`config.mk`:
```
export PLATFORM = sky130hd
export DESIGN_NAME = xge_tx_sched
export DESIGN_NICKNAME = d
export VERILOG_FILES = /design/src/rtl/xge_tx_sched.sv
export SDC_FILE = /design/constraint.sdc
export NUM_CORES = 1
export LEC_CHECK = 0
export BUFFER_PORTS_ARGS = -buffer_cell sky130_fd_sc_hd__buf_4
export CAP_MARGIN = 15
export CORE_MARGIN = 2
export CORE_UTILIZATION = 48
export DETAILED_ROUTE_END_ITERATION = 8
export MAX_ROUTING_LAYER = met4
export PLACE_DENSITY = 0.78
export SKIP_CTS_REPAIR_TIMING = 1
export SLEW_MARGIN = 20
export SYNTH_ARGS = -nofsm -noshare
export SYNTH_HDL_FRONTEND = slang
export SYNTH_SLANG_ARGS = --single-unit
```
`constraint.sdc`:
```
create_clock -name clk_156m25 -period 3 [get_ports clk_156m25]
set_clock_uncertainty 0.1 [all_clocks]
set_input_delay 0.45 -clock clk_156m25 [delete_from_list [all_inputs] [get_ports clk_156m25]]
set_output_delay 0.45 -clock clk_156m25 [all_outputs]
set_load 0.02 [all_outputs]
```
`src/rtl/xge_tx_sched.sv`:
```
// xge_tx_sched: round-robin frame scheduler in front of the 10GE MAC packet-TX port.
// Grants whole frames, honours MAC back-pressure, inserts an idle gap after each frame,
// truncates oversize frames and keeps saturating frame/error counters.
module xge_tx_sched #(
    parameter int NUM_REQ    = 2,
    parameter int IFG_CYCLES = 3,
    parameter int MAX_BEATS  = 190,
    parameter int GW         = (NUM_REQ > 1) ? $clog2(NUM_REQ) : 1
) (
    input  logic                  clk_156m25,
    input  logic                  reset_156m25_n,
    input  logic [NUM_REQ-1:0]    req_val,
    input  logic [NUM_REQ-1:0]    req_sop,
    input  logic [NUM_REQ-1:0]    req_eop,
    input  logic [NUM_REQ*64-1:0] req_data,
    input  logic [NUM_REQ*3-1:0]  req_mod,
    output logic [NUM_REQ-1:0]    req_ready,
    input  logic                  pkt_tx_full,
    output logic                  pkt_tx_val,
    output logic                  pkt_tx_sop,
    output logic                  pkt_tx_eop,
    output logic [63:0]           pkt_tx_data,
    output logic [2:0]            pkt_tx_mod,
    output logic [GW-1:0]         grant_id,
    output logic                  busy,
    output logic [31:0]           frame_cnt,
    output logic [15:0]           err_cnt
);

    localparam logic [1:0] S_IDLE  = 2'd0;
    localparam logic [1:0] S_XFER  = 2'd1;
    localparam logic [1:0] S_GAP   = 2'd2;
    localparam logic [1:0] S_DRAIN = 2'd3;
    // With no idle gap configured a finished frame returns straight to arbitration.
    localparam logic [1:0] S_POST  = (IFG_CYCLES == 0) ? S_IDLE : S_GAP;
    localparam int unsigned NREQ   = NUM_REQ;

    logic [1:0]    state_q, state_d;
    logic [GW-1:0] grant_q, grant_d;
    logic [7:0]    beat_q, beat_d;
    logic [7:0]    gap_q, gap_d;
    logic          tx_val_q, tx_val_d;
    logic          tx_sop_q, tx_sop_d;
    logic          tx_eop_q, tx_eop_d;
    logic [63:0]   tx_data_q, tx_data_d;
    logic [2:0]    tx_mod_q, tx_mod_d;
    logic [31:0]   frame_q, frame_d;
    logic [15:0]   err_q, err_d;
    logic          frame_inc, err_inc;

    logic          sel_val, sel_sop, sel_eop;
    logic [63:0]   sel_data;
    logic [2:0]    sel_mod;
    logic [NUM_REQ-1:0] cand;

    // Beat presented by the currently granted requester.
    always_comb begin
        sel_val  = req_val[grant_q];
        sel_sop  = req_sop[grant_q];
        sel_eop  = req_eop[grant_q];
        sel_data = req_data[64*32'(grant_q) +: 64];
        sel_mod  = req_mod[3*32'(grant_q) +: 3];
        cand     = req_val & req_sop;
    end

    // Ready goes only to the granted requester; drained beats ignore back-pressure.
    always_comb begin
        req_ready = '0;
        if (state_q == S_XFER)
            req_ready[grant_q] = ~pkt_tx_full;
        else if (state_q == S_DRAIN)
            req_ready[grant_q] = 1'b1;
    end

    // Next-state, arbitration, beat forwarding and counter updates.
    always_comb begin
        logic          found;
        logic [GW-1:0] win;
        int unsigned   idx;
        state_d   = state_q;
        grant_d   = grant_q;
        beat_d    = beat_q;
        gap_d     = gap_q;
        tx_val_d  = 1'b0;
        tx_sop_d  = 1'b0;
        tx_eop_d  = 1'b0;
        tx_data_d = '0;
        tx_mod_d  = '0;
        frame_inc = 1'b0;
        err_inc   = 1'b0;
        found     = 1'b0;
        win       = grant_q;
        idx       = 0;
        case (state_q)
            S_IDLE: begin
                // Search starts just after the last winner so it becomes lowest priority.
                for (int unsigned i = 1; i <= NREQ; i++) begin
                    idx = (32'(grant_q) + i) % NREQ;
                    if (!found && cand[idx[GW-1:0]]) begin
                        found = 1'b1;
                        win   = idx[GW-1:0];
                    end
                end
                if (found) begin
                    grant_d = win;
                    beat_d  = '0;
                    state_d = S_XFER;
                end
            end
            S_XFER: begin
                if (sel_val && !pkt_tx_full) begin
                    tx_val_d  = 1'b1;
                    tx_sop_d  = (beat_q == 8'd0);
                    tx_data_d = sel_data;
                    beat_d    = beat_q + 8'd1;
                    if (beat_q != 8'd0 && sel_sop)
                        err_inc = 1'b1;
                    if (sel_eop) begin
                        tx_eop_d  = 1'b1;
                        tx_mod_d  = sel_mod;
                        frame_inc = 1'b1;
                        gap_d     = '0;
                        state_d   = S_POST;
                    end else if (beat_q == 8'(MAX_BEATS - 1)) begin
                        tx_eop_d  = 1'b1;
                        frame_inc = 1'b1;
                        err_inc   = 1'b1;
                        state_d   = S_DRAIN;
                    end
                end
            end
            S_DRAIN: begin
                if (sel_val && sel_eop) begin
                    gap_d   = '0;
                    state_d = S_POST;
                end
            end
            default: begin
                if (gap_q == 8'(IFG_CYCLES - 1))
                    state_d = S_IDLE;
                else
                    gap_d = gap_q + 8'd1;
            end
        endcase
        frame_d = (frame_inc && frame_q != '1) ? frame_q + 32'd1 : frame_q;
        err_d   = (err_inc && err_q != '1) ? err_q + 16'd1 : err_q;
    end

    // State and output registers; reset abandons any frame in flight.
    always_ff @(posedge clk_156m25 or negedge reset_156m25_n) begin
        if (!reset_156m25_n) begin
            state_q   <= S_IDLE;
            grant_q   <= GW'(NUM_REQ - 1);
            beat_q    <= '0;
            gap_q     <= '0;
            tx_val_q  <= 1'b0;
            tx_sop_q  <= 1'b0;
            tx_eop_q  <= 1'b0;
            tx_data_q <= '0;
            tx_mod_q  <= '0;
            frame_q   <= '0;
            err_q     <= '0;
        end else begin
            state_q   <= state_d;
            grant_q   <= grant_d;
            beat_q    <= beat_d;
            gap_q     <= gap_d;
            tx_val_q  <= tx_val_d;
            tx_sop_q  <= tx_sop_d;
            tx_eop_q  <= tx_eop_d;
            tx_data_q <= tx_data_d;
            tx_mod_q  <= tx_mod_d;
            frame_q   <= frame_d;
            err_q     <= err_d;
        end
    end

    assign pkt_tx_val  = tx_val_q;
    assign pkt_tx_sop  = tx_sop_q;
    assign pkt_tx_eop  = tx_eop_q;
    assign pkt_tx_data = tx_data_q;
    assign pkt_tx_mod  = tx_mod_q;
    assign grant_id    = grant_q;
    assign busy        = (state_q != S_IDLE);
    assign frame_cnt   = frame_q;
    assign err_cnt     = err_q;

endmodule
```
# After elaboration in Yosys (flattened, before gate mapping)
# Index checks and enable logic that the tools add are counted.
word_totals:
  register_bits: 137
  latchBits: 0
  ram_bits: 0
  romBits: 0
  inputBits: 143
  mem_count: 0
classes:
  n_addsub: 6
  multipliers: 1
  div: 0
  n_lt_le_gt_ge: 4
  n_eq_ne: 12
  shifts: 2
  mux: 53
  bitwise_logic: 4
  n_reduce_logical: 20
op_table:
  columns: ["cell", "n"]
  rows:
  - ["two-way mux 64 bit", 2]
  - ["indexed part select 128 x 8 -> 64 bit", 1]
  - ["two-way mux 8 bit", 6]
  - ["adder 32 x 1 -> 32 bit (second input constant)", 1]
  - ["inequality test 32 bit (second input constant)", 1]
  - ["two-way mux 1 bit", 30]
  - ["one-hot mux 8 bit (3 select lines)", 1]
  - ["adder 16 x 1 -> 16 bit (second input constant)", 1]
  - ["adder 8 x 1 -> 8 bit (second input constant)", 2]
  - ["two-way mux 2 bit", 8]
  - ["inequality test 16 bit (second input constant)", 1]
  - ["one-hot mux 8 bit (2 select lines)", 1]
  - ["AND reduction 5 bit", 2]
  - ["two-way mux 3 bit", 3]
  - ["equality test 8 x 2 -> 1 bit (second input constant)", 1]
  - ["equality test 8 bit (second input constant)", 1]
  - ["logical NOT 8 bit", 1]
  - ["nonzero test 8 bit", 1]
  - ["logical AND 1 bit", 7]
  - ["less-than comparator 1 x 2 -> 1 bit (second input constant)", 3]
  - ["one-hot mux 2 bit (3 select lines)", 1]
  - ["AND reduction 3 bit", 2]
  - ["nonzero test 2 bit", 3]
  - ["indexed part select 6 x 4 -> 3 bit", 1]
  - ["15 further kinds", 21]

# Logic depth before layout (Yosys ltp)
# Gate-level depths: netlist of the first run.
logic_depth:
  word_depth: 11
  mapped_depth: 10
  mapped_depth_nobuf: 9

# Least setup slack after synthesis of the first run
# OpenSTA, ideal clock, no wires.
synth_path:
  kind: "register -> register"
  start: "register frame_q[0], in the netlist frame_cnt[0]"
  end: "register frame_q[30], in the netlist frame_cnt[30]"
  setup_time_ns: 0.132
  arrival_ns: 2.190
  t_required_ns: 2.768
  path_slack_ns: 0.578
  path_stages_with_launch: 9
  path_buffers: 1
  synth_period_minus_slack_ns: 2.422
  cell_sequence: "dfrtp_1 -> ha_1 -> nand2_1 -> or2_2 -> buf_2 -> or4_4 -> or4_1 -> nor2_1 -> mux2i_1"
synth_via:
  elab_chain_cells: 2
  word_cells_on_any_way: 3
  cone_classes: "1 x add/sub; 1 x eq/ne; 1 x reduce/logical"
synth_lines:
  columns: ["element", "line_no", "source"]
  rows:
  - ["start: declaration", "47", "logic [31:0] frame_q, frame_d;"]
  - ["start signal: assignment", "173", "frame_q <= frame_d;"]
  - ["parallel branches: the longest is 2 deep, another holds adder 32 x 1 -> 32 bit", null, null]
# Several ways; the timed one is not identified.
# A chain may end at the register's enable or synchronous reset.

# Final worst setup path of the first run
layout_path:
  start: "register grant_q, in the netlist grant_id"
  end: "output port grant_id"
layout_lines:
  columns: ["element", "line_no", "source"]
  rows:
  - ["start: declaration", "39", "logic [GW-1:0] grant_q, grant_d;"]
  - ["start signal: assignment", "153", "grant_q <= GW'(NUM_REQ - 1);"]
  - ["start signal: assignment", "165", "grant_q <= grant_d;"]
  - ["end: declaration", "24", "output logic [GW-1:0] grant_id,"]
# No word-level cell between the ends.

==> results.sh, run 1 <==
export IMPL_status="complete, no violations"
export IMPL_post_dp_hpwl_mm=12.9
export IMPL_finalCritPeriodShare_pct=93.4
export IMPL_h_tree_depth=4
export IMPL_min_period_ns=2.80
export IMPL_synth_yosys_warnings=0
export IMPL_worst_slew_pin_slew_ns=0.687
export IMPL_p_clk_share_pct=30.6
export IMPL_intPower_mw=4.17
export IMPL_ys_ff_latch=137
export IMPL_gp_congestion=0.923
export IMPL_antenna_found_initial=0
export IMPL_drtPass1Iterations=4
export IMPL_die_x_um=118
export IMPL_setup_violations=0
export IMPL_critPathLaunchType="flip-flop"
export IMPL_ys_seq_area_share_pct=55.4
export IMPL_grt_max_degree=60
export IMPL_ys_async_sr_fraction_pct=100
export IMPL_fmax_mhz=357
export IMPL_syn_nets=715
export IMPL_seq_power_share_pct=37.6
export IMPL_critPathCaptureType="output port"
export IMPL_crit_chain="buf_4 > buf_6 > buf_4"
export IMPL_crit_fanout=39
export IMPL_worstSetupPathType="reg -> out"
export IMPL_grt_pass1_vias=5266
export IMPL_core_area_mm2=0.0126
export IMPL_cts_tree="yes"
export IMPL_netlist_instances=565
export IMPL_root_buffer="clkbuf_16"
export IMPL_ios=265
export IMPL_final_net_count=984
export IMPL_syn_to_final_growth_pct=44.1
export IMPL_n_antenna_cell=0
export IMPL_synth_enable_flop_cells=0
export IMPL_cts_buffer_depth=2
export IMPL_rows=41
export IMPL_hold_path_class="in -> reg"
export IMPL_clk_latency_ns=0.41
export IMPL_drtIter0Drc=317
export IMPL_slew_limit_headroom_pct=54.2
export IMPL_clk_pin_slew_ns=0.05
export IMPL_grt_pass1_wl_mm=27.4
export IMPL_crit_path_top_delay_cell="dfstp_4"
export IMPL_total_power_mw=6.19
export IMPL_synth_avg_cell_area_um2=11.0
export IMPL_synthesis_area_mm2=0.00619
export IMPL_fp_dieArea_mm2=0.0138
export IMPL_critPathMaxStageDelay_ns=0.64
export IMPL_grt_setup_unrepaired="false"
export IMPL_die_h_um=118
export IMPL_finalHoldViolCount=0
export IMPL_drcViolationCount=0
export IMPL_cap_violations=0
export IMPL_grt_overflow_total=0
export IMPL_leakagePower_nw=4.70
export IMPL_crit_family="buffers and inverters"
export IMPL_fill_cells=961
export IMPL_p_comb_share_pct=31.9
export IMPL_hold_ws_ns=0.152
export IMPL_peakVddDrop_v=0.000556
export IMPL_path_buf_inv=3
export IMPL_routed_via_density=5.22
export IMPL_drive_gt1_share_pct=37.7
export IMPL_power_switching_mw=2.02
export IMPL_cp_arrival_ns=2.25
export IMPL_slew_viol_final=0
export IMPL_power_density_mw_per_mm2=694
export IMPL_synth_main_ff_cell="dfrtp_1"
export IMPL_drt_total_wl_mm=17.4
export IMPL_cp_required_ns=2.45
export IMPL_fin_setup_tns_ns=0
export IMPL_regToRegSetupSlack_ns=0.35
export IMPL_grt_util_all_layers_pct=26.0
export IMPL_wire_per_inst_um=17.1
export IMPL_drtAntennaViolNets=0
export IMPL_critPathMostFrequentCell="buf_4"
export IMPL_ys_types=46
export IMPL_vias=5305
export IMPL_start_util_pct=49.0
export IMPL_swShare_pct=32.6
export IMPL_cts_made_buffers=17
export IMPL_cts_sinks=137
export IMPL_io_buffers=264
-- through the flow --
step | utilization (%) | area, um^2 | setup WS, ns | std cells
after global routing | 70.7 | 8920 | 0.111 | 1016
after detailed placement | 66.2 | 8360 | 0.352 | 986
after global placement | 66.2 | 8360 | 0.391 | 986
after floorplan | - | 6190 | 0.578 | 565
final | 70.7 | 8920 | 0.199 | 1016
after CTS | 70.5 | 8900 | 0.0169 | 1015
-- cells in the final DEF (no fill, tap or decap), types with 4 or more instances in the layout --
master / netlist / final
inv_1: 15 / 15
a21oi_1: 8 / 8
ha_1: 7 / 7
and3_1: 8 / 8
nor2_1: 92 / 92
nand3_1: 25 / 25
xor2_1: 24 / 24
clkbuf_16: 0 / 17
nor3_1: 15 / 15
nor4_1: 12 / 12
dfrtp_1: 136 / 136
clkbuf_8: 0 / 7
o21ai_0: 8 / 8
or2_2: 4 / 4
nand2_1: 32 / 32
nand4_1: 17 / 17
xnor2_1: 26 / 26
buf_4: 0 / 269
mux2i_1: 70 / 70
-- power by group through the flow --
stage	Sequential (mW)	Combinational, mW	Clock, mW
2_1_floorplan	2.51	1.04	0
3_3_place_gp	2.33	1.93	0
3_5_place_dp	2.35	1.97	0
4_1_cts	2.32	1.98	1.93
5_1_grt	2.36	2.12	2.02
6_report	2.32	1.97	1.89
-- flip-flops by register name (all words and copies together), names as in the netlist --
name,cells
pkt_tx_data,64
frame_cnt,32
err_cnt,16
beat_q,8
gap_q,8
pkt_tx_mod,3
state_q,2
grant_id,1
pkt_tx_eop,1
pkt_tx_sop,1
pkt_tx_val,1
-- Yosys cell counts, types with 4 or more instances --
cell	count	share of area [%]
dfrtp_1	136	55
nor3_1	15	1.2
nand2_1	32	1.9
ha_1	7	1.4
nor4_1	12	1.2
clkbuf_1	4	0.24
nand3_1	25	2.0
nor2_1	92	5.6
or2_2	4	0.40
nand4_1	17	1.7
and3_1	8	0.81
o21ai_0	8	0.65
buf_1	13	0.79
a21oi_1	8	0.65
xnor2_1	26	3.7
xor2_1	24	3.4
inv_1	15	0.91
mux2i_1	70	11
buf_2	4	0.32
-- worst register-to-register path, delay by kind of cell, from the launching register on --
kind | cells | cell delay [ns]
flops | 1 | 0.64
buf+inv | 1 | 0.23
mux | 1 | 0.11
xor+xnor | 1 | 0.12
compound gates | 1 | 0.68
simple gates | 2 | 0.66
-- kinds of logic (layout without fill, tap and decap cells) --
logic type,Yosys count,in the layout,synth area share [%]
xor gates and xnor gates,50,50,7.08
and+or+nand+nor,230,230,18.2
AOI/OAI and AO/OA,27,27,3.03
muxes,74,74,12.1
buffers and inverters,40,319,2.75
DFF,137,137,55.4
adders and majority gates,7,7,1.42
-- per-layer routing --
metal / share of wire, % / wire (um) / global-route usage, % / up-vias
met3: 5.8 / 1000 / 6.54 / 35
li1: - / - / - / 2484
met5: 0 / 0 / - / -
met2: 53 / 9150 / 44.8 / 206
met1: 39 / 6790 / 29.5 / 2580
met4: 2.6 / 447 / 9.64 / 0
-- layout make-up --
type                       instances  area (um^2)  area share (%)
sequential                       137         3430            38.5
multi-input combinational        388         2590            29.0
timing repair buffer             273         2070            23.2
clock buffer                      27          533            5.98
tap                              172          215            2.41
inverter                          17         63.8           0.716
clock inverter                     2         10.0           0.112
-- final timing paths --
check	from	to	cells after the start
min in group asynchronous	reset_156m25_n	err_cnt[3]$_DFFE_PN0P_	2
min reg2reg	frame_cnt[9]$_DFFE_PN0P_	frame_cnt[9]$_DFFE_PN0P_	1
max	grant_id$_DFFE_PN1P_	grant_id	3
min	req_sop[0]	grant_id$_DFFE_PN1P_	2
max reg2reg	grant_id$_DFFE_PN1P_	err_cnt[2]$_DFFE_PN0P_	6
max in group asynchronous	reset_156m25_n	frame_cnt[16]$_DFFE_PN0P_	3
Power figures use the tool's default switching activity.
==> run 2: changes to the inputs <==
--- a/config.mk
+++ b/config.mk
@@ -12,6 +12,7 @@
 export DETAILED_ROUTE_END_ITERATION = 8
 export MAX_ROUTING_LAYER = met4
 export PLACE_DENSITY = 0.78
+export REMOVE_ABC_BUFFERS = 1
 export SKIP_CTS_REPAIR_TIMING = 1
 export SLEW_MARGIN = 20
 export SYNTH_ARGS = -nofsm -noshare
==> run 2 against run 1 <==
  * Die area unchanged
  * Non-clock buffer count down 2
  * Routed wire length up 1.0%
  * Via count down 0.89%
  * Critical endpoint is now frame_cnt[12]$_DFFE_PN0P_
  * Largest cell class unchanged
  * Highest routed layer unchanged
==> results.sh, run 2 (same netlist as run 1, synthesis figures left out) <==
export IMPL_status="complete, no violations"
export IMPL_fmax_mhz=383
export IMPL_peakVddDrop_v=0.000476
export IMPL_fin_area_mm2=0.00889
export IMPL_n_antenna_cell=0
export IMPL_total_power_mw=6.19
export IMPL_fin_setup_tns_ns=0
export IMPL_final_net_count=982
export IMPL_cts_tree="yes"
export IMPL_grt_max_degree=70
export IMPL_power_density_mw_per_mm2=697
export IMPL_fill_cells=959
export IMPL_die_h_um=118
export IMPL_fin_cells=1013
export IMPL_mostFrequentLayoutCells="buf_4 (268), dfrtp_1 (136), nor2_1 (92)"
export IMPL_grt_overflow_total=0
export IMPL_h_tree_depth=4
export IMPL_final_common_cell="buf_4"
export IMPL_cts_sinks=137
export IMPL_cts_made_buffers=17
export IMPL_drt_total_wl_mm=17.6
export IMPL_worst_slew_pin_slew_ns=0.716
export IMPL_worstSetupPathType="reg -> reg"
export IMPL_cap_violations=0
export IMPL_fp_dieArea_mm2=0.0138
export IMPL_grt_pass1_vias=5431
export IMPL_antenna_found_initial=0
export IMPL_min_period_ns=2.61
export IMPL_critPathLaunchType="flip-flop"
export IMPL_finalHoldViolCount=0
export IMPL_gp_congestion=0.913
export IMPL_rows=41
export IMPL_io_buffers=264
export IMPL_start_util_pct=49.0
export IMPL_finalCritPeriodShare_pct=86.9
export IMPL_grt_setup_unrepaired="false"
export IMPL_cts_buffer_depth=2
export IMPL_critPathCaptureType="flip-flop"
export IMPL_r2r_end="frame_cnt[12]$_DFFE_PN0P_"
export IMPL_syn_to_final_growth_pct=43.7
export IMPL_dp_cells=984
export IMPL_crit_fanout=19
export IMPL_ios=265
export IMPL_hold_path_class="in -> reg"
export IMPL_clk_latency_ns=0.42
export IMPL_slew_limit_headroom_pct=52.3
export IMPL_hold_ws_ns=0.163
export IMPL_routed_via_density=5.19
export IMPL_critPathLaunch="grant_id$_DFFE_PN1P_"
export IMPL_timing_rr_start="grant_id$_DFFE_PN1P_"
export IMPL_drive_gt1_share_pct=37.5
export IMPL_cp_required_ns=3.23
export IMPL_grt_util_all_layers_pct=27.3
export IMPL_leakagePower_nw=4.69
export IMPL_vias=5258
export IMPL_grt_pass1_wl_mm=28.7
export IMPL_clk_pin_slew_ns=0.05
export IMPL_r2r_cells=8
export IMPL_drtIter0Drc=279
export IMPL_setup_violations=0
export IMPL_largest_reg_flops=64
export IMPL_crit_end="frame_cnt[12]$_DFFE_PN0P_"
export IMPL_root_buffer="clkbuf_16"
export IMPL_slew_viol_final=0
export IMPL_cp_arrival_ns=2.84
export IMPL_core_area_mm2=0.0126
export IMPL_drcViolationCount=0
export IMPL_wire_per_inst_um=17.4
export IMPL_dpl_instance_area_mm2=0.00834
export IMPL_regToRegSetupSlack_ns=0.39
export IMPL_post_dp_hpwl_mm=13.4
export IMPL_drtAntennaViolNets=0
export IMPL_die_x_um=118
export IMPL_drtPass1Iterations=4
-- run 2: cell types whose count changed in the layout (fill, tap and decap cells not counted), sizes merged --
cell,delta
clkinv,+1
clkbuf,-3
buf,-2
bufinv,+1
-- run 2: worst min-delay path by stage --
stage | start | endpoint | slack, ns | depth (start not counted)
2_1_floorplan | reset_156m25_n | beat_q[0]$_DFFE_PN0P_ | 0.05 | 0
3_3_place_gp | reset_156m25_n | pkt_tx_data[1]$_DFF_PN0_ | 0.36 | 1
3_5_place_dp | reset_156m25_n | pkt_tx_data[14]$_DFF_PN0_ | 0.37 | 1
4_1_cts | reset_156m25_n | pkt_tx_data[14]$_DFF_PN0_ | -0.08 | 1
5_1_grt | req_val[0] | grant_id$_DFFE_PN1P_ | 0.16 | 2
6_report | req_val[0] | grant_id$_DFFE_PN1P_ | 0.16 | 2
-- run 2: per-layer routing --
layer / up-vias / wire [um] / part of all wire [%] / global-route usage (%)
li1: 2482 / - / - / -
met1: 2522 / 7310 / 42 / 33.1
met2: 206 / 8570 / 49 / 42.8
met3: 48 / 1070 / 6.1 / 7.90
met4: 0 / 626 / 3.6 / 12.1
met5: - / 0 / 0 / -
-- run 2: worst max-delay path: stages (launching register included) --
cell and delay [ns]:
dfstp_4 0.67, mux2i_1 0.13, or3_2 0.57, inv_2 0.13, nand2b_2 0.11, inv_2 0.12, nand2_4 0.16, nor4_1 0.36
xor2_1 0.18
-- run 2: cell type report --
cell class	count	area [um^2]	area share (%)
tap	172	215	2.42
sequential	137	3430	38.6
clock buffer	24	492	5.53
inverter	17	63.8	0.718
multi-input combinational	388	2590	29.1
timing repair buffer	271	2050	23.1
clock inverter	4	45.0	0.507
-- run 2: where the power goes --
part / internal, mW / switching [mW] / leakage [nW] / total (mW)
registers: 2.11 / 0.226 / 1.84 / 2.33
clock network: 1.20 / 0.700 / 0.268 / 1.90
logic: 0.868 / 1.09 / 2.59 / 1.96
-- run 2: through the flow --
stage                     setup WS, ns  utilization [%]
after floorplan                  -1.43                -
after global placement           0.504             66.1
after detailed placement         0.467             66.1
after CTS                        0.395             70.4
after global routing             0.252             70.5
final                            0.392             70.5
